[config.mk]
export PLATFORM = sky130hd
export DESIGN_NAME = rs_issue_scheduler
export DESIGN_NICKNAME = d
export VERILOG_FILES = /design/src/rtl/core_pkg.sv /design/src/rtl/rs_issue_select.sv /design/src/rtl/rs_issue_scheduler.sv
export SDC_FILE = /design/constraint.sdc
export NUM_CORES = 1
export LEC_CHECK = 0
export BUFFER_PORTS_ARGS = -buffer_cell sky130_fd_sc_hd__buf_2
export CORE_ASPECT_RATIO = 1.1
export CORE_UTILIZATION = 45
export DETAILED_ROUTE_END_ITERATION = 10
export PLACE_DENSITY_LB_ADDON = 0.08
export REMOVE_ABC_BUFFERS = 1
export SLEW_MARGIN = 20
export SYNTH_ARGS = -nofsm -noshare
export SYNTH_HDL_FRONTEND = slang
export SYNTH_SLANG_ARGS = --single-unit
[constraint.sdc]
create_clock -name i_clk -period 2.7 [get_ports i_clk]
set_clock_uncertainty 0.2 [all_clocks]
set_input_delay 0.27 -clock i_clk [delete_from_list [all_inputs] [get_ports i_clk]]
set_output_delay 0.27 -clock i_clk [all_outputs]
set_load 0.01 [all_outputs]
[src/rtl/core_pkg.sv]
// Shared core types: operand/tag widths, reservation-station operand and entry payloads,
// and the result-bus snoop used wherever an operand can pick up a broadcast value.
package core_pkg;

   localparam int unsigned REG_SIZE     = 64;
   localparam int unsigned GPR_COUNT    = 32;
   localparam int unsigned GPR_IDX_SIZE = $clog2(GPR_COUNT);

   typedef logic [GPR_IDX_SIZE-1:0] gpr_idx_t;

   typedef struct packed {
      logic                valid;
      gpr_idx_t            tag;
      logic [REG_SIZE-1:0] value;
   } rs_op;

   typedef struct packed {
      rs_op     op1;
      rs_op     op2;
      gpr_idx_t dst_tag;
   } rs_entry;

   // A pending operand whose tag matches a valid broadcast captures the broadcast value.
   function automatic rs_op cdb_snoop(input rs_op                op,
                                      input logic                cdb_valid,
                                      input gpr_idx_t            cdb_tag,
                                      input logic [REG_SIZE-1:0] cdb_value);
      rs_op res;
      res = op;
      if (cdb_valid && !op.valid && (op.tag == cdb_tag)) begin
         res.valid = 1'b1;
         res.value = cdb_value;
      end
      return res;
   endfunction

endpackage

[src/rtl/rs_issue_select.sv]
// Issue selection: one-hot grant of a single ready reservation-station entry.
// Ports: i_ready (per-entry ready), i_age (age matrix, only with RS_AGE_ORDER_EN;
//        i_age[j][i]=1 means entry j is older than entry i), o_grant_c (one-hot grant, combinational).
// Macro RS_AGE_ORDER_EN: oldest ready entry wins; otherwise lowest-index ready entry wins.
module rs_issue_select #(
   parameter int unsigned N = 2
) (
   input  logic [N-1:0]        i_ready,
`ifdef RS_AGE_ORDER_EN
   input  logic [N-1:0][N-1:0] i_age,
`endif
   output logic [N-1:0]        o_grant_c
);

`ifdef RS_AGE_ORDER_EN
   // An entry is granted when no other ready entry is older than it.
   always_comb begin
      o_grant_c = '0;
      for (int i = 0; i < N; i++) begin
         logic blocked;
         blocked = 1'b0;
         for (int j = 0; j < N; j++) begin
            if (i_ready[j] && i_age[j][i]) blocked = 1'b1;
         end
         o_grant_c[i] = i_ready[i] && !blocked;
      end
   end
`else
   // Priority encoder towards index 0.
   logic found;
   always_comb begin
      o_grant_c = '0;
      found     = 1'b0;
      for (int i = 0; i < N; i++) begin
         if (i_ready[i] && !found) begin
            o_grant_c[i] = 1'b1;
            found        = 1'b1;
         end
      end
   end
`endif

endmodule

[src/rtl/rs_issue_scheduler.sv]
// Reservation-station issue scheduler: holds RS_SIZE entries, snoops the CDB for pending
// operands and issues one ready entry per cycle through a one-deep output register.
// Ports: i_clk/i_reset_n (async active-low); i_alloc_* / o_alloc_ready allocation handshake;
//        i_cdb_* result broadcast; o_issue_* / i_issue_ready functional-unit handshake;
//        o_count occupied entries.
// Macro RS_AGE_ORDER_EN: oldest-ready selection via an RS_SIZE x RS_SIZE age matrix;
//        undefined: lowest-index ready selection, no age matrix.
module rs_issue_scheduler
   import core_pkg::rs_op, core_pkg::rs_entry, core_pkg::cdb_snoop;
#(
   parameter int unsigned RS_SIZE      = 2,
   parameter int unsigned REG_SIZE     = core_pkg::REG_SIZE,
   parameter int unsigned GPR_IDX_SIZE = core_pkg::GPR_IDX_SIZE
) (
   input  logic                         i_clk,
   input  logic                         i_reset_n,
   input  logic                         i_alloc_valid,
   output logic                         o_alloc_ready,
   input  rs_op                         i_alloc_op1,
   input  rs_op                         i_alloc_op2,
   input  logic [GPR_IDX_SIZE-1:0]      i_alloc_dst_tag,
   input  logic                         i_cdb_valid,
   input  logic [GPR_IDX_SIZE-1:0]      i_cdb_tag,
   input  logic [REG_SIZE-1:0]          i_cdb_value,
   output logic                         o_issue_valid,
   input  logic                         i_issue_ready,
   output logic [REG_SIZE-1:0]          o_issue_op1,
   output logic [REG_SIZE-1:0]          o_issue_op2,
   output logic [GPR_IDX_SIZE-1:0]      o_issue_dst_tag,
   output logic [$clog2(RS_SIZE+1)-1:0] o_count
);

   localparam int unsigned CNT_W = $clog2(RS_SIZE + 1);

   rs_entry                 entry_q [RS_SIZE];
   rs_entry                 entry_d [RS_SIZE];
   logic [RS_SIZE-1:0]      busy_q, busy_d;
   logic [CNT_W-1:0]        count_q, count_d;
   logic                    alloc_ready_q, alloc_ready_d;
   logic                    issue_valid_q, issue_valid_d;
   logic [REG_SIZE-1:0]     issue_op1_q, issue_op1_d, issue_op2_q, issue_op2_d;
   logic [GPR_IDX_SIZE-1:0] issue_dst_q, issue_dst_d;

   logic [RS_SIZE-1:0]      ready_c, grant_c, free_oh_c;
   logic                    alloc_fire_c, move_c, free_found;
   rs_entry                 sel_c;

   // Readiness comes from registered operand state only.
   always_comb begin
      for (int i = 0; i < RS_SIZE; i++) begin
         ready_c[i] = busy_q[i] && entry_q[i].op1.valid && entry_q[i].op2.valid;
      end
   end

   // Lowest-index free slot; a slot freed this edge is still seen as busy.
   always_comb begin
      free_oh_c  = '0;
      free_found = 1'b0;
      for (int i = 0; i < RS_SIZE; i++) begin
         if (!busy_q[i] && !free_found) begin
            free_oh_c[i] = 1'b1;
            free_found   = 1'b1;
         end
      end
   end

`ifdef RS_AGE_ORDER_EN
   logic [RS_SIZE-1:0][RS_SIZE-1:0] age_q, age_d;

   // New entry becomes younger than every other slot; stale bits of free slots never block.
   always_comb begin
      age_d = age_q;
      for (int k = 0; k < RS_SIZE; k++) begin
         if (alloc_fire_c && free_oh_c[k]) begin
            for (int i = 0; i < RS_SIZE; i++) begin
               age_d[k][i] = 1'b0;
               if (i != k) age_d[i][k] = 1'b1;
            end
         end
      end
   end

   always_ff @(posedge i_clk or negedge i_reset_n) begin
      if (!i_reset_n) age_q <= '0;
      else            age_q <= age_d;
   end
`endif

   rs_issue_select #(.N(RS_SIZE)) u_select (
      .i_ready   (ready_c),
`ifdef RS_AGE_ORDER_EN
      .i_age     (age_q),
`endif
      .o_grant_c (grant_c)
   );

   // Payload of the granted entry (grant is one-hot or zero).
   always_comb begin
      sel_c = '0;
      for (int i = 0; i < RS_SIZE; i++) begin
         if (grant_c[i]) sel_c = entry_q[i];
      end
   end

   assign alloc_fire_c = i_alloc_valid && alloc_ready_q;
   assign move_c       = (!issue_valid_q || i_issue_ready) && (|ready_c);

   // Entry array, occupancy and output register next state.
   always_comb begin
      entry_d       = entry_q;
      busy_d        = busy_q;
      issue_valid_d = issue_valid_q;
      issue_op1_d   = issue_op1_q;
      issue_op2_d   = issue_op2_q;
      issue_dst_d   = issue_dst_q;

      for (int i = 0; i < RS_SIZE; i++) begin
         if (busy_q[i]) begin
            entry_d[i].op1 = cdb_snoop(entry_q[i].op1, i_cdb_valid, i_cdb_tag, i_cdb_value);
            entry_d[i].op2 = cdb_snoop(entry_q[i].op2, i_cdb_valid, i_cdb_tag, i_cdb_value);
         end
         if (move_c && grant_c[i]) busy_d[i] = 1'b0;
         if (alloc_fire_c && free_oh_c[i]) begin
            busy_d[i]          = 1'b1;
            entry_d[i].op1     = cdb_snoop(i_alloc_op1, i_cdb_valid, i_cdb_tag, i_cdb_value);
            entry_d[i].op2     = cdb_snoop(i_alloc_op2, i_cdb_valid, i_cdb_tag, i_cdb_value);
            entry_d[i].dst_tag = i_alloc_dst_tag;
         end
      end

      if (move_c) begin
         issue_valid_d = 1'b1;
         issue_op1_d   = sel_c.op1.value;
         issue_op2_d   = sel_c.op2.value;
         issue_dst_d   = sel_c.dst_tag;
      end else if (i_issue_ready) begin
         issue_valid_d = 1'b0;
      end

      count_d       = count_q + CNT_W'(alloc_fire_c) - CNT_W'(move_c);
      alloc_ready_d = (count_d < CNT_W'(RS_SIZE));
   end

   always_ff @(posedge i_clk or negedge i_reset_n) begin
      if (!i_reset_n) begin
         for (int i = 0; i < RS_SIZE; i++) entry_q[i] <= '0;
         busy_q        <= '0;
         count_q       <= '0;
         alloc_ready_q <= 1'b1;
         issue_valid_q <= 1'b0;
         issue_op1_q   <= '0;
         issue_op2_q   <= '0;
         issue_dst_q   <= '0;
      end else begin
         entry_q       <= entry_d;
         busy_q        <= busy_d;
         count_q       <= count_d;
         alloc_ready_q <= alloc_ready_d;
         issue_valid_q <= issue_valid_d;
         issue_op1_q   <= issue_op1_d;
         issue_op2_q   <= issue_op2_d;
         issue_dst_q   <= issue_dst_d;
      end
   end

   assign o_alloc_ready   = alloc_ready_q;
   assign o_issue_valid   = issue_valid_q;
   assign o_issue_op1     = issue_op1_q;
   assign o_issue_op2     = issue_op2_q;
   assign o_issue_dst_tag = issue_dst_q;
   assign o_count         = count_q;

endmodule

==> results of run 1 <==
==> logic make-up (layout without fill, tap and decap cells) <==
family	after synthesis	after routing	synth area share, %
AND/OR/NAND/NOR	580	580	14.8
AO/OA/AOI/OAI	538	538	22.5
flip-flops	429	429	57.3
buffers and inverters	151	779	3.83
XOR/XNOR	33	33	1.54
adder cells (fa/ha/maj)	1	1	0.0668
other	0	5	0
==> power groups by stage <==
stage	logic (mW)	clock network (mW)	registers, mW
finish	0.773	6.52	6.43
global route	0.833	6.88	6.42
CTS	0.767	6.64	6.43
detailed placement	0.515	0	6.55
global placement	0.511	0	6.55
floorplan	0.0664	0	6.55
==> layer usage <==
metal | up-vias | routed length [um] | track usage, %
li1 | 7497 | - | -
met1 | 8589 | 28700 | 42.4
met2 | 667 | 32000 | 50.8
met3 | 124 | 4440 | 5.50
met4 | 2 | 2040 | 11.0
met5 | - | 13 | 0
==> flip-flops by register name, summed over array words and instances (netlist names) <==
register and cells:
busy_q 2, o_issue_valid 1, o_issue_dst_tag 5, o_issue_op1 64
o_alloc_ready 1, o_issue_op2 64, o_count 2, entry_q 290
==> metrics by stage <==
| step | area (um^2) | total power [mW] | instances | setup slack [ns] | setup TNS, ns |
|---|---|---|---|---|---|
| 4_1_cts | 25800 | 13.8 | 2914 | 0.0110 | 0 |
| 3_3_place_gp | 21400 | 7.06 | 2548 | 0.327 | 0 |
| 3_5_place_dp | 21400 | 7.06 | 2548 | 0.322 | 0 |
| 6_report | 25900 | 13.7 | 2925 | 0.0589 | 0 |
| 2_1_floorplan | 18000 | 6.62 | 1583 | -7.21 | -1035.07 |
| 5_1_grt | 25900 | 14.1 | 2924 | -0.00544 | -0.00941 |
==> worst max-delay path: stages <==
cell	delay (ns)
dlygate4sd3_1	0.52
buf_2	0.15
xnor2_1	0.18
and4_2	0.37
a31o_4	0.35
buf_12	0.27
o22ai_1	0.12
nor2_1	0.13
dlygate4sd3_1	0.58
==> repair_timing <==
| action | CTS | global route |
|---|---|---|
| endpoints found under the hold margin | 511 | 0 |
| resized for setup | 0 | 12 |
| buffers inserted | 0 | 3 |
| hold buffers | 283 | 0 |
| endpoints found under the setup margin | 0 | 71 |
==> worst paths after layout <==
check,startpoint,end,depth (start not counted)
worst max-delay path,i_alloc_op1[67],entry_q[110]$_DFFE_PN0P_,9
worst min-delay path,i_reset_n,o_issue_op1[13]$_DFFE_PN0P_,2
worst max register to register,o_alloc_ready$_DFF_PN1_,entry_q[110]$_DFFE_PN0P_,7
worst min register to register,entry_q[2]$_DFFE_PN0P_,entry_q[2]$_DFFE_PN0P_,2
max in group asynchronous,i_reset_n,entry_q[110]$_DFFE_PN0P_,3
min in group i_clk,i_cdb_valid,entry_q[219]$_DFFE_PN0P_,5
==> cell usage after synthesis (all sizes together) (2+ instances only) <==
cell type    n  area share, %
xnor2       18           0.84
o21ai        2          0.053
o22ai      197            6.6
o221a      192             12
dfrtp      428             57
o32a         2           0.11
clkbuf      65            1.3
nor2       265            5.3
xor2        15           0.70
nor3         2          0.053
or2          2          0.067
nand4        3           0.10
buf         84            2.5
nand2b     197            6.6
nor4         4           0.20
nand3        3          0.080
nand2       97            2.0
a21oi      137            3.7
inv          2          0.040
==> final cells by class <==
class,count,share of cell area (%)
Antenna cell,5,0.0483
Sequential cell,429,41.5
Clock inverter,17,0.691
Inverter,2,0.0290
Timing Repair Buffer,694,21.1
Multi-Input combinational cell,1152,28.7
Clock buffer,66,5.29
Tap cell,560,2.70
==> flow_summary.json, run 1 <==
{
  "avgViaCountPerCell": 5.77,
  "clkPwrFrac_pct": 47.5,
  "cts-htree-levels": 2,
  "startpoint_type": "input pin",
  "power_leakage_nw": 11.8,
  "clock.fmax_ghz": 0.379,
  "drv_cap": 0,
  "seq_area_um2": 10700,
  "layout.nets": 2546,
  "p_per_area_nw_per_um2": 530,
  "critPathMaxFanout": 28,
  "root_buffer": "clkbuf_16",
  "die_x_um": 196,
  "mostFrequentLayoutCells": "427 x dfrtp_1, 354 x buf_2, 283 x dlygate4sd3_1",
  "fill_cells": 3370,
  "multiInputGateArea_um2": 7430,
  "ys_ff_latch": 429,
  "grt_max_degree": 106,
  "final_util_pct": 63.0,
  "routed_wirelength_um": 67200,
  "cts_buffers": 47,
  "area_growth_pct": 38.4,
  "relSlewSlack_pct": 34.5,
  "cts.sinks": 429,
  "swShare_pct": 22.4,
  "clockBufferDepth": 3,
  "routabilityCongestion": 0.907,
  "port-buffer-count": 355,
  "grt_overflow": 0,
  "syn_inst": 1732,
  "syn_area_um2": 18700,
  "drc": 0,
  "netSwitchingPower_mw": 3.07,
  "place_hpwl_um": 37400,
  "initial_core_util_pct": 45.6,
  "num_io_pins": 356,
  "grt_pass1_wl_um": 103000,
  "insertion_delay_ns": 0.59,
  "wl_per_cell_um": 23.0,
  "ys_seq_area_share_pct": 57.3,
  "fp-row-count": 78,
  "cts_tree": "yes",
  "synthArstFlopShare_pct": 100,
  "core_um2": 41100,
  "drive_above_1_share_pct": 24.2,
  "drv_slew": 0,
  "die_area_um2": 42400,
  "crit_type": "input pin to flip-flop",
  "ant_nets": 0,
  "synth_edf_count": 0,
  "end_kind": "flip-flop",
  "fin_crit_sh_pct": 97.8,
  "regToRegSetupSlack_ns": 0.07,
  "clk_pin_slew_ns": 0.06,
  "pwr-share-comb_pct": 5.6,
  "min_period_ns": 2.64,
  "power_frac_seq_pct": 46.9,
  "whs_ns": 0.0603,
  "crit_arrival_ns": 2.95,
  "crit_required_ns": 3.01,
  "yosysWarnings": 0,
  "setup-violations-final": 0,
  "final_hold_viol_count": 0,
  "avgSynthCellArea_um2": 10.8,
  "tightestPinTransition_ns": 0.983,
  "grtUsageTotal_pct": 31.3,
  "antenna_found_initial": 6,
  "irDropWorstVdd_v": 0.000513,
  "final_common_cell": "dfrtp_1",
  "status": "complete, no violations",
  "internal-power_mw": 10.6,
  "ys.flop_type": "dfrtp_1",
  "yosys.cell_types.count": 45,
  "grt_pass1_vias": 18000,
  "hp-class": "input pin to async pin",
  "drt_iter0_drc": 1130,
  "via_count": 16900,
  "dr.pass1.iters": 5,
  "die_h_um": 216
}
(Power assumes the default switching activity.)
==> run 2: changes to the inputs <==
--- a/config.mk
+++ b/config.mk
@@ -8,6 +8,7 @@
 export BUFFER_PORTS_ARGS = -buffer_cell sky130_fd_sc_hd__buf_2
 export CORE_ASPECT_RATIO = 1.1
 export CORE_UTILIZATION = 45
+export CTS_BUF_LIST = sky130_fd_sc_hd__clkbuf_4 sky130_fd_sc_hd__clkbuf_8
 export DETAILED_ROUTE_END_ITERATION = 10
 export PLACE_DENSITY_LB_ADDON = 0.08
 export REMOVE_ABC_BUFFERS = 1
==> run 2 against run 1 <==
Compared with the run above: cell count rose by 1.3%; sequential power barely moved; die area unchanged; core utilization fell by 0.079 points; maximum frequency up 0.45%; wire length rose by 0.29%; worst setup slack improved by 0.012 ns; first-iteration DRC count decreased by 2.1%; design area is 0.13% lower; critical path type is now flip-flop to flip-flop; largest cell class unchanged; largest power group is now sequential cells; highest routed layer unchanged.
==> flow_summary.json, run 2 (synthesis results as in run 1) <==
{
  "num_io_pins": 356,
  "irDropWorstVdd_v": 0.000381,
  "max_stage_delay_ns": 0.58,
  "drv_cap": 0,
  "place_area_um2": 21400,
  "drv_slew": 0,
  "power_leakage_nw": 11.8,
  "whs_ns": 0.185,
  "end_kind": "flip-flop",
  "grt_pass1_wl_um": 104000,
  "drc": 0,
  "avgViaCountPerCell": 5.71,
  "area_growth_pct": 38.2,
  "via_count": 16900,
  "largest_register_ff_count": 290,
  "cts_buffers": 74,
  "crit_type": "flip-flop to flip-flop",
  "fin_area_um2": 25900,
  "routed_wirelength_um": 67400,
  "p_total_mw": 13.4,
  "hold_path_startpoint": "i_alloc_dst_tag[1]",
  "mostFrequentLayoutCells": "427 x dfrtp_1, 354 x buf_2, 280 x dlygate4sd3_1",
  "crit_required_ns": 3.08,
  "regMostFlops": "entry_q",
  "grt_max_degree": 106,
  "dr.pass1.iters": 5,
  "cp_slowest_cell": "dlygate4sd3_1",
  "ant_nets": 0,
  "status": "complete, no violations",
  "final_cells": 2962,
  "place_hpwl_um": 37400,
  "dp_cells": 2548,
  "cts.sinks": 429,
  "final_hold_viol_count": 0,
  "die_h_um": 216,
  "root_buffer": "clkbuf_8",
  "p_per_area_nw_per_um2": 516,
  "antenna_found_initial": 3,
  "startpoint_type": "flip-flop",
  "clockBufferDepth": 3,
  "drive_above_1_share_pct": 25.9,
  "critPathMaxFanout": 23,
  "core_um2": 41100,
  "final_common_cell": "dfrtp_1",
  "wl_per_cell_um": 22.8,
  "crit_arrival_ns": 3.01,
  "startpoint": "o_alloc_ready$_DFF_PN1_",
  "initial_core_util_pct": 45.6,
  "r2r-start": "o_alloc_ready$_DFF_PN1_",
  "tightestPinTransition_ns": 0.968,
  "worst_path_dominant_cell_family": "buffers and inverters",
  "hp-class": "input pin to flip-flop",
  "min_period_ns": 2.63,
  "insertion_delay_ns": 0.64,
  "die_area_um2": 42400,
  "fin_crit_sh_pct": 97.4,
  "rsz0062_at_grt": "false",
  "cts-htree-levels": 3,
  "grt_pass1_vias": 18200,
  "cts_tree": "yes",
  "path_cells": "nand2_2 > nor3b_4 > a41o_2 > buf_12 > o22ai_1 > nor2_1 > dlygate4sd3_1",
  "port-buffer-count": 355,
  "die_x_um": 196,
  "routabilityCongestion": 0.907,
  "layout.nets": 2572,
  "clk_pin_slew_ns": 0.06,
  "relSlewSlack_pct": 35.5,
  "drt_iter0_drc": 1106,
  "grt_overflow": 0,
  "fp-row-count": 78,
  "cp_num_buf_inv": 2,
  "grtUsageTotal_pct": 31.7,
  "clock.fmax_ghz": 0.380,
  "setup-violations-final": 0
}
run 2: cell count changes in the layout (fill, tap and decap cells not counted), sizes merged, moves of 2 or more:
cell	previous run	this run
diode	5	3
clkbuf	68	122
bufinv	3	0
dlygate4sd3	283	280
clkinv	8	3
clkinvlp	5	1
run 2: tightest hold or removal path, cell delays in order:
cell	delay, ns
dlygate4sd3_1	0.52
buf_2	0.11
nand2_1	0.04
nand2_1	0.04
run 2: path summary, 6_finish.rpt:
| check | slack (ns) | cells after the start | endpoint |
|---|---|---|---|
| worst max-delay path | 0.07 | 7 | entry_q[109]$_DFFE_PN0P_ |
| worst min-delay path | 0.19 | 4 | entry_q[1]$_DFFE_PN0P_ |
| worst max register to register | 0.07 | 7 | entry_q[109]$_DFFE_PN0P_ |
| worst min register to register | 0.27 | 2 | entry_q[1]$_DFFE_PN0P_ |
| max in group asynchronous | 0.86 | 4 | o_issue_op1[13]$_DFFE_PN0P_ |
| min in group asynchronous | 0.54 | 3 | o_issue_op1[25]$_DFFE_PN0P_ |
run 2: timing repair:
item / 4_1_cts / 5_1_grt
buffers inserted: 0 / 5
endpoints found under the hold margin: 722 / 0
setup endpoints to repair: 0 / 66
hold buffers: 280 / 0
resized for setup: 0 / 10
run 2: power breakdown:
part / leakage, nW / switching [mW] / total [mW] / internal (mW)
sequential: 5.29 / 0.0000000000000000954 / 6.43 / 6.43
clock: 0.808 / 2.68 / 6.14 / 3.47
combinational: 5.71 / 0.383 / 0.778 / 0.395
run 2: per-stage QoR:
step / utilization [%] / setup TNS [ns] / worst slack, ns
6_report: 63.0 / 0 / 0.0708
5_1_grt: 63.0 / 0 / 0.0243
4_1_cts: 62.5 / 0 / 0.0154
3_5_place_dp: 52.0 / 0 / 0.322
3_3_place_gp: 52.0 / 0 / 0.327
2_1_floorplan: - / -1035.07 / -7.21
run 2: layer usage:
metal	wire length (um)	global-route usage, %	up-vias
met3	4550	5.80	121
met5	13	0	-
met1	28600	42.3	8534
met2	32300	50.7	701
met4	1980	13.5	2
li1	-	-	7560
run 2: layout make-up:
type	instances	area [um^2]
fillers	3400	15200
flip-flops and latches	429	10700
multi-input cells	1152	7420
repair buffers	693	5480
clock buffers	119	1490
well taps	560	701
clock inverters	4	22.5
inverters	2	7.51
diodes	3	7.51
==> run 3: changes to the inputs <==
--- a/config.mk
+++ b/config.mk
@@ -7,12 +7,12 @@
 export LEC_CHECK = 0
 export BUFFER_PORTS_ARGS = -buffer_cell sky130_fd_sc_hd__buf_2
 export CORE_ASPECT_RATIO = 1.1
-export CORE_UTILIZATION = 45
+export CORE_UTILIZATION = 57
 export CTS_BUF_LIST = sky130_fd_sc_hd__clkbuf_4 sky130_fd_sc_hd__clkbuf_8
 export DETAILED_ROUTE_END_ITERATION = 10
 export PLACE_DENSITY_LB_ADDON = 0.08
-export REMOVE_ABC_BUFFERS = 1
 export SLEW_MARGIN = 20
 export SYNTH_ARGS = -nofsm -noshare
 export SYNTH_HDL_FRONTEND = slang
+export SYNTH_HIERARCHICAL = 1
 export SYNTH_SLANG_ARGS = --single-unit
==> run 3 against run 2 <==
Compared with the run above: sequential cell count unchanged; synthesized cell count increased by 4.2%; sequential share of layout area increased by 1.9 points; non-clock buffer count decreased by 55; largest power group unchanged; design area decreased by 4.3%; core utilization increased by 15 points.
==> flow_summary.json, run 3 <==
{
  "regToRegSetupSlack_ns": 0.08,
  "area_growth_pct": 34.1,
  "dr.pass1.iters": 6,
  "routabilityCongestion": 0.841,
  "end_kind": "flip-flop",
  "ys_seq_area_share_pct": 58.2,
  "rr_endpoint": "entry_q[77]$_DFFE_PN0P_",
  "port-buffer-count": 355,
  "mostFrequentLayoutCells": "427 x dfrtp_1, 354 x buf_2, 266 x nor2_1",
  "routed_wirelength_um": 62800,
  "hp-class": "input pin to async pin",
  "insertion_delay_ns": 0.60,
  "layout.nets": 2582,
  "p_total_mw": 13.4,
  "status": "complete, no violations",
  "root_buffer": "clkbuf_8",
  "cts_buffers": 69,
  "grt_max_degree": 81,
  "relSlewSlack_pct": 58.1,
  "power_leakage_nw": 11.4,
  "power_frac_seq_pct": 48.1,
  "max_stage_delay_ns": 0.57,
  "die_h_um": 191,
  "ys.flop_type": "dfrtp_1",
  "clkPwrFrac_pct": 46.1,
  "drc": 0,
  "grt_pass1_vias": 17800,
  "fp-row-count": 68,
  "yosysTopAreaCellShare_pct": 58.0,
  "die_x_um": 174,
  "startpoint_type": "flip-flop",
  "ant_nets": 0,
  "drive_above_1_share_pct": 26.5,
  "r2r-start": "o_alloc_ready$_DFF_PN1_",
  "yosysWarnings": 6,
  "reg2reg_depth": 8,
  "ys_ff_latch": 429,
  "tightestPinTransition_ns": 0.629,
  "final_hold_viol_count": 0,
  "setup-violations-final": 0,
  "synth_nets": 2025,
  "crit_type": "flip-flop to flip-flop",
  "yosys.cell_types.count": 44,
  "startpoint": "o_alloc_ready$_DFF_PN1_",
  "final_common_cell": "dfrtp_1",
  "cts-htree-levels": 3,
  "internal-power_mw": 10.4,
  "min_period_ns": 2.62,
  "place_hpwl_um": 34300,
  "cts.sinks": 429,
  "fin_crit_sh_pct": 97.0,
  "synth_top_cell_by_area": "dfrtp_1",
  "wl_per_cell_um": 22.1,
  "drv_cap": 0,
  "clock.fmax_ghz": 0.382,
  "swShare_pct": 22.5,
  "num_io_pins": 356,
  "synth_edf_count": 0,
  "setup_slack_ns": 0.0817,
  "pwr-share-comb_pct": 5.8,
  "via_count": 17400,
  "drt_iter0_drc": 1673,
  "cts_tree": "yes",
  "cp_slowest_cell": "dlygate4sd3_1",
  "avgSynthCellArea_um2": 10.2,
  "path_cells": "nand2_1 > nor3b_4 > buf_12 > a41o_4 > buf_16 > o22ai_1 > nor2_1 > dlygate4sd3_1",
  "antenna_found_initial": 4,
  "synth_most_common_cell": "dfrtp_1",
  "critPathMaxFanout": 17,
  "avgViaCountPerCell": 6.15,
  "largest_register_ff_count": 290,
  "synthArstFlopShare_pct": 100,
  "clockBufferDepth": 3,
  "synthTopCellsByCount": "428 x dfrtp_1, 266 x nor2_1, 244 x a21oi_1, 192 x o22ai_1, 132 x a22oi_1",
  "netSwitchingPower_mw": 3.01,
  "grt_pass1_wl_um": 96600,
  "syn_inst": 1805,
  "clk_pin_slew_ns": 0.07,
  "grtUsageTotal_pct": 37.5,
  "die_area_um2": 33100,
  "p_per_area_nw_per_um2": 540,
  "syn_area_um2": 18500,
  "ys_top_cells_by_area": "dfrtp_1 58%, a21oi_1 6.6%, o22ai_1 6.5%",
  "irDropWorstVdd_v": 0.000403,
  "regMostFlops": "entry_q",
  "pre_cts_ws_ns": 0.307,
  "core_um2": 31700,
  "grt_overflow": 0,
  "initial_core_util_pct": 58.3,
  "crit_required_ns": 3.04,
  "crit_arrival_ns": 2.96,
  "drv_slew": 0
}
[run 3: changes by cell type after synthesis, moves of 64 or more]
cell and delta:
o221a_1 -133, nand2b_1 -133, inv_1 +64, a21oi_1 +110
a22oi_1 +132
[run 3: logic make-up after synthesis]
| logic type | Yosys count | share of synthesized area, % |
|---|---|---|
| simple gates | 453 | 10.5 |
| buf+inv | 218 | 5.37 |
| fa+ha+maj | 1 | 0.0678 |
| compound gates | 670 | 24.3 |
| xor+xnor | 34 | 1.61 |
| flops | 429 | 58.2 |
[run 3: final cells by class]
| type | instances | area (um^2) |
|---|---|---|
| diodes | 4 | 10.0 |
| flip-flops and latches | 429 | 10700 |
| clock buffers | 115 | 1450 |
| inverters | 66 | 248 |
| repair buffers | 638 | 4840 |
| multi-input cells | 1158 | 6850 |
| well taps | 420 | 526 |
| fillers | 2059 | 6900 |
| clock inverters | 7 | 87.6 |
[run 3: per-stage QoR]
step | utilization, % | instance area [um^2] | std cells | hold WS, ns | TNS, ns
6_report | 78.2 | 24700 | 2837 | 0.0381 | 0
5_1_grt | 78.2 | 24700 | 2837 | 0.0647 | -0.0222
4_1_cts | 77.7 | 24600 | 2825 | 0.0335 | 0
3_5_place_dp | 65.7 | 20800 | 2478 | 0.0712 | 0
3_3_place_gp | 65.7 | 20800 | 2478 | 0.0617 | 0
2_1_floorplan | - | 18500 | 1805 | -0.226 | 0
[run 3: per-layer routing]
| metal | wire length, um | vias to the layer above | GRT usage (%) |
|---|---|---|---|
| met4 | 2580 | 0 | 17.7 |
| li1 | - | 7606 | - |
| met2 | 30200 | 1139 | 61.3 |
| met3 | 6070 | 208 | 7.20 |
| met1 | 23900 | 8482 | 48.5 |
| met5 | 0 | - | 0 |
[run 3: power groups by stage]
stage / Sequential [mW] / Clock, mW / Combinational [mW]
after detailed placement: 6.55 / 0 / 0.514
after global routing: 6.42 / 6.49 / 0.834
after global placement: 6.55 / 0 / 0.508
after floorplan: 6.55 / 0 / 0.0877
final: 6.43 / 6.17 / 0.774
after CTS: 6.43 / 6.20 / 0.758
[run 3: worst max path at each step]
stage               slack (ns)                    endpoint  cells past startpoint
finish                    0.08     entry_q[77]$_DFFE_PN0P_                      8
floorplan                 0.47  o_issue_op1[0]$_DFFE_PN0P_                     10
global placement          0.36    entry_q[248]$_DFFE_PN0P_                      5
detailed placement        0.31    entry_q[243]$_DFFE_PN0P_                      5
CTS                       0.02    entry_q[107]$_DFFE_PN0P_                      8
global route             -0.01    entry_q[133]$_DFFE_PN0P_                      7
[run 3: timing repair]
| action | 4_1_cts | 5_1_grt |
|---|---|---|
| gates resized for setup | 0 | 7 |
| hold buffers | 225 | 0 |
| hold endpoints to repair | 719 | 0 |
| buffers inserted | 0 | 5 |
| setup endpoints to repair | 0 | 14 |
[run 3: worst max-delay path, delay by kind of cell, from the launching register on]
kind | cells | cell delay [ns]
AOI/OAI and AO/OA | 2 | 0.30
buffers and inverters | 3 | 0.95
and+or+nand+nor | 3 | 0.56
DFF | 1 | 0.53
